### src/rtl/hilo_div_unit.sv
// HI/LO special registers plus an iterative restoring radix-2 divider for DIV/DIVU.
// A divide takes a fixed WIDTH+2 cycles and holds the pipeline stalled while it runs.
module hilo_div_unit #(
  parameter int WIDTH = 32
) (
  input  logic             clk,
  input  logic             rst,
  input  logic             div_start,
  input  logic             div_signed,
  input  logic [WIDTH-1:0] src_a,
  input  logic [WIDTH-1:0] src_b,
  input  logic [1:0]       hilowrite,
  input  logic [WIDTH-1:0] hi_wdata,
  input  logic [WIDTH-1:0] lo_wdata,
  input  logic             flush,
  output logic             div_stall,
  output logic             div_done,
  output logic [WIDTH-1:0] hi_rdata,
  output logic [WIDTH-1:0] lo_rdata
);

  localparam int CNT_W = $clog2(WIDTH + 1);
  localparam logic [CNT_W-1:0] LAST_STEP = CNT_W'(WIDTH - 1);
  localparam logic [CNT_W-1:0] CNT_ONE   = CNT_W'(1);

  typedef enum logic [1:0] {
    ST_IDLE = 2'd0,
    ST_DIV  = 2'd1,
    ST_DONE = 2'd2
  } state_t;

  function automatic logic [WIDTH-1:0] negate_f(input logic [WIDTH-1:0] v);
    return ~v + {{(WIDTH-1){1'b0}}, 1'b1};
  endfunction

  // The most negative value maps onto itself, which is the right unsigned magnitude.
  function automatic logic [WIDTH-1:0] magnitude_f(input logic [WIDTH-1:0] v,
                                                   input logic             sgn);
    return (sgn && v[WIDTH-1]) ? negate_f(v) : v;
  endfunction

  state_t           state_r;
  state_t           state_nx_s;
  logic [CNT_W-1:0] count_r;
  logic [WIDTH-1:0] rem_r;
  logic [WIDTH-1:0] quo_r;
  logic [WIDTH-1:0] dvsr_r;
  logic [WIDTH-1:0] raw_a_r;
  logic             q_neg_r;
  logic             r_neg_r;
  logic             dz_r;
  logic [WIDTH-1:0] hi_r;
  logic [WIDTH-1:0] lo_r;

  logic             accept_s;
  logic             last_s;
  logic [WIDTH:0]   shifted_s;
  logic             ge_s;
  logic [WIDTH-1:0] rem_nx_s;
  logic [WIDTH-1:0] quo_nx_s;
  logic [WIDTH-1:0] q_fin_s;
  logic [WIDTH-1:0] r_fin_s;

  assign accept_s = (state_r == ST_IDLE) && div_start && !flush;
  assign last_s   = (count_r == LAST_STEP);

  // State register.
  always_ff @(posedge clk) begin
    if (rst) begin
      state_r <= ST_IDLE;
    end else begin
      state_r <= state_nx_s;
    end
  end

  // Next-state logic; flush returns to IDLE from anywhere.
  always_comb begin
    state_nx_s = state_r;
    if (flush) begin
      state_nx_s = ST_IDLE;
    end else begin
      case (state_r)
        ST_IDLE: begin
          if (accept_s) begin
            state_nx_s = ST_DIV;
          end else begin
            state_nx_s = ST_IDLE;
          end
        end
        ST_DIV: begin
          if (last_s) begin
            state_nx_s = ST_DONE;
          end else begin
            state_nx_s = ST_DIV;
          end
        end
        ST_DONE: state_nx_s = ST_IDLE;
        default: state_nx_s = ST_IDLE;
      endcase
    end
  end

  // Stall and done decode; a flush drops both in the same cycle.
  always_comb begin
    div_stall = 1'b0;
    div_done  = 1'b0;
    case (state_r)
      ST_IDLE: begin
        div_stall = div_start && !flush;
        div_done  = 1'b0;
      end
      ST_DIV: begin
        div_stall = !flush;
        div_done  = 1'b0;
      end
      ST_DONE: begin
        div_stall = 1'b0;
        div_done  = !flush;
      end
      default: begin
        div_stall = 1'b0;
        div_done  = 1'b0;
      end
    endcase
  end

  // One restoring step: shift in the next dividend bit, subtract when it fits.
  always_comb begin
    shifted_s = {rem_r, quo_r[WIDTH-1]};
    ge_s      = (shifted_s >= {1'b0, dvsr_r});
    if (ge_s) begin
      rem_nx_s = shifted_s[WIDTH-1:0] - dvsr_r;
      quo_nx_s = {quo_r[WIDTH-2:0], 1'b1};
    end else begin
      rem_nx_s = shifted_s[WIDTH-1:0];
      quo_nx_s = {quo_r[WIDTH-2:0], 1'b0};
    end
  end

  // Sign fix-up, with divide-by-zero results forced.
  always_comb begin
    if (dz_r) begin
      q_fin_s = {WIDTH{1'b1}};
      r_fin_s = raw_a_r;
    end else begin
      q_fin_s = q_neg_r ? negate_f(quo_r) : quo_r;
      r_fin_s = r_neg_r ? negate_f(rem_r) : rem_r;
    end
  end

  // Divider datapath: operand capture on accept, one step per DIV cycle.
  always_ff @(posedge clk) begin
    if (rst) begin
      count_r <= {CNT_W{1'b0}};
      rem_r   <= {WIDTH{1'b0}};
      quo_r   <= {WIDTH{1'b0}};
      dvsr_r  <= {WIDTH{1'b0}};
      raw_a_r <= {WIDTH{1'b0}};
      q_neg_r <= 1'b0;
      r_neg_r <= 1'b0;
      dz_r    <= 1'b0;
    end else if (flush) begin
      count_r <= {CNT_W{1'b0}};
    end else begin
      case (state_r)
        ST_IDLE: begin
          if (div_start) begin
            count_r <= {CNT_W{1'b0}};
            rem_r   <= {WIDTH{1'b0}};
            quo_r   <= magnitude_f(src_a, div_signed);
            dvsr_r  <= magnitude_f(src_b, div_signed);
            raw_a_r <= src_a;
            q_neg_r <= div_signed & (src_a[WIDTH-1] ^ src_b[WIDTH-1]);
            r_neg_r <= div_signed & src_a[WIDTH-1];
            dz_r    <= (src_b == {WIDTH{1'b0}});
          end
        end
        ST_DIV: begin
          rem_r   <= rem_nx_s;
          quo_r   <= quo_nx_s;
          count_r <= count_r + CNT_ONE;
        end
        ST_DONE: count_r <= {CNT_W{1'b0}};
        default: count_r <= {CNT_W{1'b0}};
      endcase
    end
  end

  // HI/LO: the divide result takes priority over a decoder write in DONE.
  always_ff @(posedge clk) begin
    if (rst) begin
      hi_r <= {WIDTH{1'b0}};
      lo_r <= {WIDTH{1'b0}};
    end else if (flush) begin
      hi_r <= hi_r;
      lo_r <= lo_r;
    end else if (state_r == ST_DONE) begin
      hi_r <= r_fin_s;
      lo_r <= q_fin_s;
    end else begin
      if (hilowrite[1]) begin
        hi_r <= hi_wdata;
      end
      if (hilowrite[0]) begin
        lo_r <= lo_wdata;
      end
    end
  end

  assign hi_rdata = hi_r;
  assign lo_rdata = lo_r;

endmodule

### config.mk
export PLATFORM = sky130hd
export DESIGN_NAME = hilo_div_unit
export DESIGN_NICKNAME = d
export VERILOG_FILES = /design/src/rtl/hilo_div_unit.sv
export SDC_FILE = /design/constraint.sdc
export NUM_CORES = 1
export LEC_CHECK = 0
export BUFFER_PORTS_ARGS = -buffer_cell sky130_fd_sc_hd__buf_2
export CAP_MARGIN = 25
export CORE_UTILIZATION = 40
export CTS_BUF_LIST = sky130_fd_sc_hd__clkbuf_8
export CTS_CLUSTER_SIZE = 12
export DETAILED_ROUTE_END_ITERATION = 10
export SKIP_LAST_GASP = 1
export SYNTH_ARGS = -nofsm -noshare
export SYNTH_HDL_FRONTEND = slang
export SYNTH_SLANG_ARGS = --single-unit
### constraint.sdc
create_clock -name clk -period 3.09 [get_ports clk]
set_input_delay 0.618 -clock clk [delete_from_list [all_inputs] [get_ports clk]]
set_output_delay 0.618 -clock clk [all_outputs]
set_load 0.01 [all_outputs]
==> flow_summary_export.csv <==
group,metric,value,unit
floorplan,die_w,181,um
final_layout,layout-drive-gt1-share,19.4,%
synthesis,synth_edf_count,0,
timing,period_share,97.4,%
setup_path,path_max_fanout,2,
clock_network,path_clk_slew,0.06,ns
final_layout,area_growth,19.2,%
flow_run,drv_cap,0,
final_layout,fillers,3245,
grt,grt_pass1_wl,63.0,mm
routing,finalWirelength,39.6,mm
clock_network,clockRootBuffer,"clkbuf_8",
clock_network,cts_buffer_depth,3,
synthesis,synth_top_cells_by_area,"dfxtp_1 (32%), nand2_1 (6.9%), a21oi_1 (6.8%)",
synthesis,synth_area_per_cell,7.53,um2
routing,vias_per_cell,5.54,
synthesis,synth_top_family_by_area,"compound AO/OA/AOI/OAI gates",
power,p_per_area,446,nW/um2
final_layout,n_antenna_cell,0,
placed_design,gp_congestion,0.903,
synthesis,ys_warn_count,0,
synthesis,ys_seq_area_share,31.8,%
grt,antenna_found_initial,0,
floorplan,placementRows,65,
synthesis,netlist.area_leader.share,31.8,%
final_layout,finish.utilization,48.4,%
final_layout,final_cells,2318,
routing,vias,12800,
synthesis,syn_area,12800,um2
placed_design,hpwl,30.3,mm
power,leakagePower,6.12,nW
timing,rsz0062_at_grt,"yes",
clock_network,cts_tree,"yes",
synthesis,async_reset_ff_share,0,%
synthesis,synth-compound-area-share,26.2,%
setup_path,cp.required,3.55,ns
clock_network,cts_buffers,38,
routing,drc_errors,0,
timing,worstMarginPinSlew,0.763,ns
clock_network,cts.sink_count,203,
timing,skew,0.0218,ns
grt,overflow,0,
routing,drt.antenna.violating_nets,0,
placed_design,dpl_worst_slack,-0.0195,ns
synthesis,synth_nets,1872,
clock_network,hold_buffers,0,
timing,finalSetupViolCount,0,
placed_design,place_inst,2252,
synthesis,synthFlopType,"dfxtp_1",
run_status,status,"complete, no violations",
floorplan,core_area,31500,um2
setup_path,path_cells,"inv_2 > ha_4 > inv_2 > fa_2 > a21o_1 > a221o_1 > a211o_1 > o211ai_2 > a311oi_2 > or4b_1 > and4_4 > o31ai_2",
routing,drtIter0Drc,826,
routing,routedWlPerCell,17.1,um
setup_path,slowest_delay,0.51,ns
synthesis,synthAdderAreaFrac,3.78,%
synthesis,synthXorXnorAreaFrac,9.52,%
timing,max_slew_margin,48.7,%
timing,finalCriticalPeriod,3.01,ns
setup_path,worstSetupPathType,"reg2reg",
grt,grt_max_degree,78,
floorplan,die_h,181,um
timing,finalHoldViolations,0,
grt,grt_pass1_vias,12100,
setup_path,cp_common_cell,"inv_2",
synthesis,ys_types,78,
timing,hold_ws,0.345,ns
clock_network,insertion_delay,0.54,ns
timing,fin_ws,0.0801,ns
synthesis,yosys.area_share.simple,20.9,%
timing,final_max_slew_viol_count,0,
synthesis,muxShareOfSynthArea,2.66,%
synthesis,yosys_register_bits,203,
floorplan,num_io_pins,201,
setup_path,cp.arrival,3.47,ns
grt,grt.total_usage,23.7,%
placed_design,numPortBuffers,200,
clock_network,cts_max_level,2,
hold_path,hp-class,"in2reg",
timing,max_freq,332,MHz
power,ir_worst_vdd,0.218,mV
floorplan,start_util,40.6,%
power,finalPower,6.79,mW
setup_path,end_kind,"flip-flop",
setup_path,start_kind,"flip-flop",
synthesis,yosysTopAreaCell,"dfxtp_1",
routing,drtPass1Iterations,5,
setup_path,slowest_stage,"or4b_1",
final_layout,nNetsFinal,2065,
floorplan,die_area,32700,um2
synthesis,synthCells,1699,
final cells by class:
| class | count | area (um2) | area share [%] |
|---|---|---|---|
| clock inverter | 17 | 124 | 0.813 |
| multi-input combinational | 1325 | 8140 | 53.4 |
| sequential | 203 | 4070 | 26.7 |
| timing repair buffer | 271 | 1560 | 10.2 |
| tap | 402 | 503 | 3.30 |
| inverter | 53 | 199 | 1.31 |
| clock buffer | 47 | 647 | 4.24 |
final timing paths:
path / startpoint / endpoint / slack, ns / cells after the start
max: quo_r[31] / rem_r[28] / 0.08 / 12
min: hi_wdata[5] / hi_rdata[5] / 0.35 / 3
max reg2reg: quo_r[31] / rem_r[28] / 0.08 / 12
min reg2reg: lo_rdata[16] / lo_rdata[16] / 0.45 / 2
cells in the final DEF (no fill, tap or decap), types with 5 or more instances in the layout:
cell type | synthesis | layout
nand2b_1 | 13 | 12
o21bai_1 | 7 | 7
a311oi_1 | 12 | 12
o21ai_0 | 121 | 120
o211ai_1 | 15 | 15
dfxtp_1 | 203 | 200
o31ai_1 | 27 | 27
inv_1 | 53 | 62
a31oi_1 | 10 | 10
and3_1 | 9 | 9
clkbuf_8 | 0 | 47
mux2i_1 | 34 | 34
xor2_1 | 58 | 58
nand3_1 | 20 | 20
or3_1 | 17 | 16
nor3_1 | 31 | 31
or4_1 | 14 | 14
nor2_1 | 181 | 177
nand4_1 | 9 | 9
a21o_1 | 7 | 7
nor3b_1 | 5 | 5
a211oi_1 | 68 | 68
or2_2 | 8 | 8
nor2b_1 | 8 | 7
buf_4 | 2 | 70
o41ai_1 | 11 | 11
nor4_1 | 11 | 11
ha_1 | 37 | 35
xnor2_1 | 81 | 81
nand2_1 | 234 | 234
a21oi_1 | 175 | 174
buf_2 | 4 | 199
o221ai_1 | 21 | 21
state kept, by name, indices dropped and copies added, names as in the netlist, 2 cells and up:
register and flops:
quo_r 32, lo_rdata 32, raw_a_r 32, rem_r 32, dvsr_r 32, hi_rdata 32
count_r 6, state_r 2
critical path, delay by kind of cell, from the launching register on:
| kind | cells | cell delay (ns) |
|---|---|---|
| compound gates | 6 | 1.35 |
| simple gates | 2 | 0.67 |
| fa+ha+maj | 2 | 0.49 |
| flops | 1 | 0.33 |
| buf+inv | 2 | 0.11 |
Yosys cell counts, types with 5 or more instances:
master / number
o221ai_1: 21
or4_1: 14
nor4_1: 11
nand2b_1: 13
o21bai_1: 7
inv_1: 53
and3_1: 9
nand4_1: 9
nor2b_1: 8
or2_2: 8
xnor2_1: 81
a31oi_1: 10
a21oi_1: 175
nor3b_1: 5
o211ai_1: 15
nand2_1: 234
nor2_1: 181
o21ai_0: 121
a211oi_1: 68
or3_1: 17
a21o_1: 7
o31ai_1: 27
mux2i_1: 34
dfxtp_1: 203
a311oi_1: 12
o41ai_1: 11
nor3_1: 31
ha_1: 37
buf_1: 7
nand3_1: 20
xor2_1: 58
clkbuf_1: 104
cells by family after synthesis:
logic type	after synthesis
multiplexers	34
flip-flops	203
AO/OA/AOI/OAI	528
XOR/XNOR	139
buffers and inverters	171
adder cells (fa/ha/maj)	38
AND/OR/NAND/NOR	586
metrics by stage:
stage | cell area, um2 | setup TNS [ns]
after floorplan | 12800 | 0
after global placement | 14400 | 0
after detailed placement | 14400 | -0.0195
after CTS | 15200 | 0
after global routing | 15200 | -0.0610
final | 15200 | 0
repair_timing:
item,CTS,global route
setup buffers,0,2
endpoints found under the hold margin,0,0
pin swaps,1,9
setup endpoints to repair,1,29
resized for setup,1,15
where the power goes:
part	switching (mW)	total [mW]	internal (mW)
logic	0.747	1.26	0.513
registers	0.0973	2.85	2.75
clock network	1.16	2.69	1.53
metal layers:
| metal | wire length (um) | vias up | part of all wire [%] | track usage, % |
|---|---|---|---|---|
| li1 | - | 6459 | - | - |
| met1 | 18000 | 5981 | 45 | 30.5 |
| met2 | 18600 | 340 | 47 | 40.4 |
| met3 | 2040 | 67 | 5.1 | 3.61 |
| met4 | 984 | 0 | 2.5 | 7.38 |
| met5 | 0 | - | 0 | 0 |
(Power assumes the default switching activity.)
